[config.mk]
export PLATFORM = sky130hd
export DESIGN_NAME = mole_spawner
export DESIGN_NICKNAME = d
export VERILOG_FILES = /design/src/rtl/whac_pkg.sv /design/src/rtl/mole_spawner_lfsr16.sv /design/src/rtl/mole_spawner.sv
export SDC_FILE = /design/constraint.sdc
export NUM_CORES = 1
export LEC_CHECK = 0
export BUFFER_PORTS_ARGS = -buffer_cell sky130_fd_sc_hd__clkbuf_2
export CORE_MARGIN = 1
export CORE_UTILIZATION = 60
export DETAILED_ROUTE_END_ITERATION = 6
export PLACE_DENSITY = 0.83
export RECOVER_POWER = 100
export SYNTH_ARGS = -nofsm -noshare
export SYNTH_HDL_FRONTEND = slang
export SYNTH_SLANG_ARGS = --single-unit
[constraint.sdc]
create_clock -name clk -period 3.9 [get_ports clk]
set_input_delay 0.195 -clock clk [delete_from_list [all_inputs] [get_ports clk]]
set_output_delay 0.195 -clock clk [all_outputs]
set_load 0.02 [all_outputs]
[src/rtl/whac_pkg.sv]
// Shared types and constants for the whac-a-mole mole spawner.
// Window lengths are in 1 ms ticks and must fit the 16-bit window counter.
package whac_pkg;

    typedef enum logic [2:0] {
        IDLE    = 3'd0,
        PICK    = 3'd1,
        PRESENT = 3'd2,
        ARMED   = 3'd3,
        ACTIVE  = 3'd4,
        EXPIRED = 3'd5
    } spawn_state_t;

    localparam logic [15:0] WIN_L0_MS = 16'd1500;
    localparam logic [15:0] WIN_L1_MS = 16'd1000;
    localparam logic [15:0] WIN_L2_MS = 16'd600;

    localparam logic [15:0] LFSR_MASK = 16'hB400;

    function automatic logic [15:0] level_to_ms(input logic [1:0] level);
        case (level)
            2'd0:    return WIN_L0_MS;
            2'd1:    return WIN_L1_MS;
            default: return WIN_L2_MS;
        endcase
    endfunction

endpackage

[src/rtl/mole_spawner_lfsr16.sv]
// Free-running 16-bit Galois LFSR used as the mole index source.
// It advances every cycle so the pick depends on when the game asks for a mole.
module lfsr16 (
    input  logic        clk,
    input  logic        rst_n,
    input  logic [15:0] seed,
    output logic [15:0] q
);
    import whac_pkg::*;

    always_ff @(posedge clk or negedge rst_n) begin
        if (!rst_n) begin
            q <= seed;
        end else if (q[0]) begin
            q <= (q >> 1) ^ LFSR_MASK;
        end else begin
            q <= q >> 1;
        end
    end

endmodule

[src/rtl/mole_spawner.sv]
// Mole spawner: picks a fresh mole, times its visibility window and
// returns the synchronised switch of the chosen mole to the game FSM.
//
// state   | meaning
// IDLE    | waiting for ready_for_mole
// PICK    | testing LFSR candidates until one is legal and new
// PRESENT | rng_ready pulse, index valid
// ARMED   | waiting for timeout_start, timer frozen
// ACTIVE  | window running, switchx live
// EXPIRED | timeout low until timeout_start drops
module mole_spawner #(
    parameter int          NUM_MOLES   = 8,
    parameter int          TICK_CYCLES = 50_000,
    parameter logic [15:0] LFSR_SEED   = 16'hACE1
) (
    input  logic                         clk,
    input  logic                         rst_n,
    input  logic [1:0]                   level,
    input  logic                         ready_for_mole,
    input  logic                         timeout_start,
    input  logic                         ledx,
    input  logic [NUM_MOLES-1:0]         switches,
    output logic                         rng_ready,
    output logic [$clog2(NUM_MOLES)-1:0] mole_idx,
    output logic [NUM_MOLES-1:0]         mole_leds,
    output logic                         timeout,
    output logic                         switchx
);
    import whac_pkg::*;

    localparam int IDX_W = $clog2(NUM_MOLES);
    localparam int PSC_W = (TICK_CYCLES > 1) ? $clog2(TICK_CYCLES) : 1;
    localparam logic [PSC_W-1:0] PSC_LAST = PSC_W'(TICK_CYCLES - 1);
    localparam logic [IDX_W:0]   NUM_LIM  = NUM_MOLES[IDX_W:0];

    spawn_state_t          state;
    logic [15:0]           lfsr_q;
    logic [IDX_W-1:0]      cand;
    logic                  cand_ok;
    logic                  prev_valid;
    logic [15:0]           ms_left;
    logic [PSC_W-1:0]      psc;
    logic                  psc_wrap;
    logic [NUM_MOLES-1:0]  sync1;
    logic [NUM_MOLES-1:0]  sync2;
    logic                  sw_sel;
    logic [15-IDX_W:0]     lfsr_unused;

    lfsr16 u_lfsr (
        .clk   (clk),
        .rst_n (rst_n),
        .seed  (LFSR_SEED),
        .q     (lfsr_q)
    );

    assign cand        = lfsr_q[IDX_W-1:0];
    assign lfsr_unused = lfsr_q[15:IDX_W];

    // mole_idx only changes on an accepted pick, so it doubles as the previous index.
    assign cand_ok  = ({1'b0, cand} < NUM_LIM) && !(prev_valid && (cand == mole_idx));
    assign psc_wrap = (psc == PSC_LAST);

    always_ff @(posedge clk or negedge rst_n) begin
        if (!rst_n) begin
            state      <= IDLE;
            mole_idx   <= '0;
            prev_valid <= 1'b0;
            ms_left    <= '0;
            psc        <= '0;
        end else begin
            case (state)
                IDLE: begin
                    if (ready_for_mole) state <= PICK;
                end
                PICK: begin
                    if (cand_ok) begin
                        mole_idx   <= cand;
                        prev_valid <= 1'b1;
                        ms_left    <= level_to_ms(level);
                        psc        <= '0;
                        state      <= PRESENT;
                    end
                end
                PRESENT: state <= ARMED;
                ARMED: begin
                    if (timeout_start) state <= ACTIVE;
                end
                ACTIVE: begin
                    psc <= psc_wrap ? '0 : psc + 1'b1;
                    if (psc_wrap && (ms_left != 16'd0)) ms_left <= ms_left - 16'd1;
                    // A falling timeout_start beats expiry in the same cycle.
                    if (!timeout_start) begin
                        state <= IDLE;
                    end else if (ms_left == 16'd0) begin
                        state <= EXPIRED;
                    end
                end
                EXPIRED: begin
                    if (!timeout_start) state <= IDLE;
                end
                default: state <= IDLE;
            endcase
        end
    end

    always_ff @(posedge clk or negedge rst_n) begin
        if (!rst_n) begin
            sync1  <= '0;
            sync2  <= '0;
            sw_sel <= 1'b0;
        end else begin
            sync1  <= switches;
            sync2  <= sync1;
            sw_sel <= sync2[mole_idx];
        end
    end

    assign rng_ready = (state == PRESENT);
    assign timeout   = (state != EXPIRED);
    assign switchx   = sw_sel && (state == ACTIVE);

    // prev_valid keeps the LEDs dark from reset until a mole has actually been chosen.
    assign mole_leds = (NUM_MOLES'(1) << mole_idx) & {NUM_MOLES{ledx && prev_valid}};

endmodule

==> reports/metrics.csv <==
stage,metric,value,unit
timing,finalSetupTns,0,ps
routing,drt_iter0_drc,229,
finish,num_antenna_cells,0,
power,peakVddDrop,452,uV
synth,synth_seq_cells,72,
synth,yosysWarnings,0,
critical_path,worst_path_largest_cell_delay,710,ps
timing,maxSlewHeadroom,-46.1,%
synth,synth-xor-area-share,3.20,%
timing,finalCritPeriodShare,78.0,%
cts,clockBufferDepth,2,
critical_path,critPathMaxFanout,12,
synth,async_flop_share,100,%
critical_path,crit_slowest_cell,or4_1,
power,switching_share,27.0,%
critical_path,reg2reg_to,ms_left[10],
synth,synth_compound_area_share,12.7,%
cts,ctsRootBufferMaster,clkbuf_8,
finish,layout_commonest_cell,dfrtp_1,
timing,max_freq,329,MHz
routing,vias_per_cell,6.00,
synth,post_synth_inst_count,306,
timing,hold_viol,0,
critical_path,setup.worst_path.end_class,register,
place,io_buffers,28,
timing,fin_crit,3040,ps
critical_path,reg2reg_slack,860,ps
min_path,hold_end,state[2],
die,die_w,75.9,um
finish,area_growth_syn_to_layout,12.4,%
finish,drive_gt1_share,13.4,%
timing,slew_violations,42,
cts,cts_made_buffers,9,
synth,synth_ff_type,dfrtp_1,
synth,synth_mux_area_share,2.75,%
critical_path,r2r-start,ms_left[0],
critical_path,worstPathRequired,4130,ps
place,gp_congestion,0.891,
power,combPwrFrac,10.9,%
power,powerDensity,443,mW/mm^2
synth,syn-num-nets,323,
synth,synth_fa_ha_area_share,0.763,%
critical_path,path_cells,inv_1 > ha_1 > or4b_1 > or4_1 > a21oi_1 > nor2_1 > a32o_1,
routing,vias,2482,
die,num_io_pins,29,
cts,cts.sink_count,72,
synth,synth_top_family_by_area,simple AND/OR/NAND/NOR gates,
routing,first_pass_iters,4,
routing,postRouteAntennaNets,0,
cts,clk_pin_slew,80,ps
timing,finClkSkew,10.4,ps
outcome,violations,"max-capacitance violations, max-slew violations",
timing,max_slew.worst_pin.slew,2190,ps
timing,finalSetupViolCount,0,
synth,synth_area_per_cell,10.7,um^2
power,clockPowerShare,35.4,%
cts,htreeDepth,3,
power,leakagePower,1.56,nW
finish,layout_common_cells,"dfrtp_1, nor2_1, o21ai_0, nand2_1, clkbuf_1",
synth,synth_seq_area_share,55.2,%
finish,nets,356,
timing,setup_slack,857,ps
routing,wire_per_inst,15.6,um
timing,grt_setup_unrepaired,false,
finish,nFillCells,375,
critical_path,path_class,register to register,
die,rows,26,
routing,drc,0,
die,start_util,63.4,%
synth,synth_edf_count,0,
global_route,grt_pass1_vias,2333,
cts,clk_latency,350,ps
critical_path,cp.arrival,3270,ps
global_route,overflow,0,
min_path,hold_depth,3,
power,intPower,1.19,mW
min_path,hold_start,timeout_start,
place,post-dp-hpwl,4240,um
place,dp_slack,1260,ps
outcome,outcome,"complete, but fails checks",
min_path,min_path_type,primary input to register,
global_route,grt.total_usage,24.2,%
synth,syn_area,0.00328,mm^2
critical_path,worstRegToRegCells,7,
power,p_switching,0.441,mW
critical_path,worst_setup_path_start_kind,register,
die,fp.dieH,75.9,um
global_route,grt_max_degree,42,
global_route,grt_pass1_wl,10800,um
flow_run,maxCapViolCount,1,
power,seqPwrFrac,53.8,%
cts,tritoncts,built,
global_route,antenna_found_initial,0,
synth,ys_types,54,
routing,totalWireLength,6450,um
die,die-area,0.00577,mm^2
die,core,0.00517,mm^2
synth,yosys.area_share.simple,22.1,%
cts,ctsResizeCount,0,
[worst max path at each step]
stage	startpoint	to
global route	state[1]	ms_left[9]
detailed placement	ms_left[0]	ms_left[10]
floorplan	ms_left[0]	ms_left[4]
CTS	mole_idx[0]	ms_left[10]
global placement	ms_left[0]	ms_left[10]
finish	ms_left[0]	ms_left[10]
[cell usage after synthesis (all sizes together) (3+ instances only)]
cell type,instances,area [um^2]
nand2b,5,31.3
xor2,9,78.8
nor4bb,3,30.0
nor3b,3,22.5
xnor2,3,26.3
nand3,14,70.1
nand2,18,67.6
and4,3,26.3
dfstp,8,210
a211oi,3,22.5
buf,5,37.5
nand4,10,62.6
nor4,4,25.0
a21o,3,22.5
a22o,3,26.3
clkbuf,12,45.0
mux2,4,45.0
o31ai,4,30.0
inv,6,22.5
a21oi,5,28.8
or4,6,52.6
a32o,3,30.0
nor3,15,75.1
or3,8,50.1
dfrtp,64,1600
nor2,27,101
o21ai,25,125
and3,3,20.0
[cell type report]
cell class	instances	area, um^2	share of cell area, %
clock buffer	10	128	3.46
clock inverter	6	68.8	1.87
inverter	6	22.5	0.611
multi-input combinational	211	1350	36.5
sequential	72	1810	49.1
tap	70	87.6	2.38
timing repair buffer	39	221	6.01
[critical path: cells and delay by family, from the launching register on]
family / cells / cell delay, ps
DFF: 1 / 380
adders and majority gates: 1 / 220
AOI/OAI and AO/OA: 2 / 750
and+or+nand+nor: 3 / 1490
buffers and inverters: 1 / 90
[through the flow]
| stage | utilization (%) | hold WS, ps | instances | total power [mW] | cell area, um^2 |
|---|---|---|---|---|---|
| floorplan | - | -101 | 306 | 0.996 | 3280 |
| global placement | 66.6 | 304 | 389 | 1.05 | 3440 |
| detailed placement | 66.6 | 306 | 389 | 1.06 | 3440 |
| CTS | 72.1 | 108 | 414 | 1.65 | 3730 |
| global route | 71.3 | 125 | 414 | 1.71 | 3690 |
| finish | 71.3 | 127 | 414 | 1.63 | 3690 |
[registers in the layout, indices dropped and copies added (netlist names)]
| name | count |
|---|---|
| prev_valid | 1 |
| sync1 | 8 |
| state | 3 |
| mole_idx | 3 |
| sw_sel | 1 |
| ms_left | 16 |
| psc | 16 |
| sync2 | 8 |
| u_lfsr.q | 16 |
[kinds of logic after synthesis]
logic type / Yosys count
AOI/OAI and AO/OA: 61
xor gates and xnor gates: 12
adders and majority gates: 2
buffers and inverters: 23
DFF: 72
muxes: 6
and+or+nand+nor: 130
[power by group through the flow]
stage                     logic, mW  clock network, mW  registers (mW)
after floorplan               0.124                  0           0.872
after global placement        0.166                  0           0.888
after detailed placement      0.171                  0           0.891
after CTS                     0.185              0.593           0.877
after global routing          0.200              0.622           0.888
final                         0.178              0.578           0.879
[timing repair]
action	in CTS	in global routing
hold buffers	9	0
setup buffers	0	0
hold endpoints to repair	14	0
[per-layer routing]
layer / global-route usage (%) / part of all wire [%] / vias up / routed length [um]
met3: 7.59 / 6.1 / 9 / 390
met5: 0 / 0 / - / 0
li1: - / - / 1196 / -
met4: 8.08 / 1.1 / 0 / 72
met2: 38.9 / 49 / 85 / 3130
met1: 31.3 / 44 / 1192 / 2850
No activity file was read; power rests on OpenSTA's default activity.
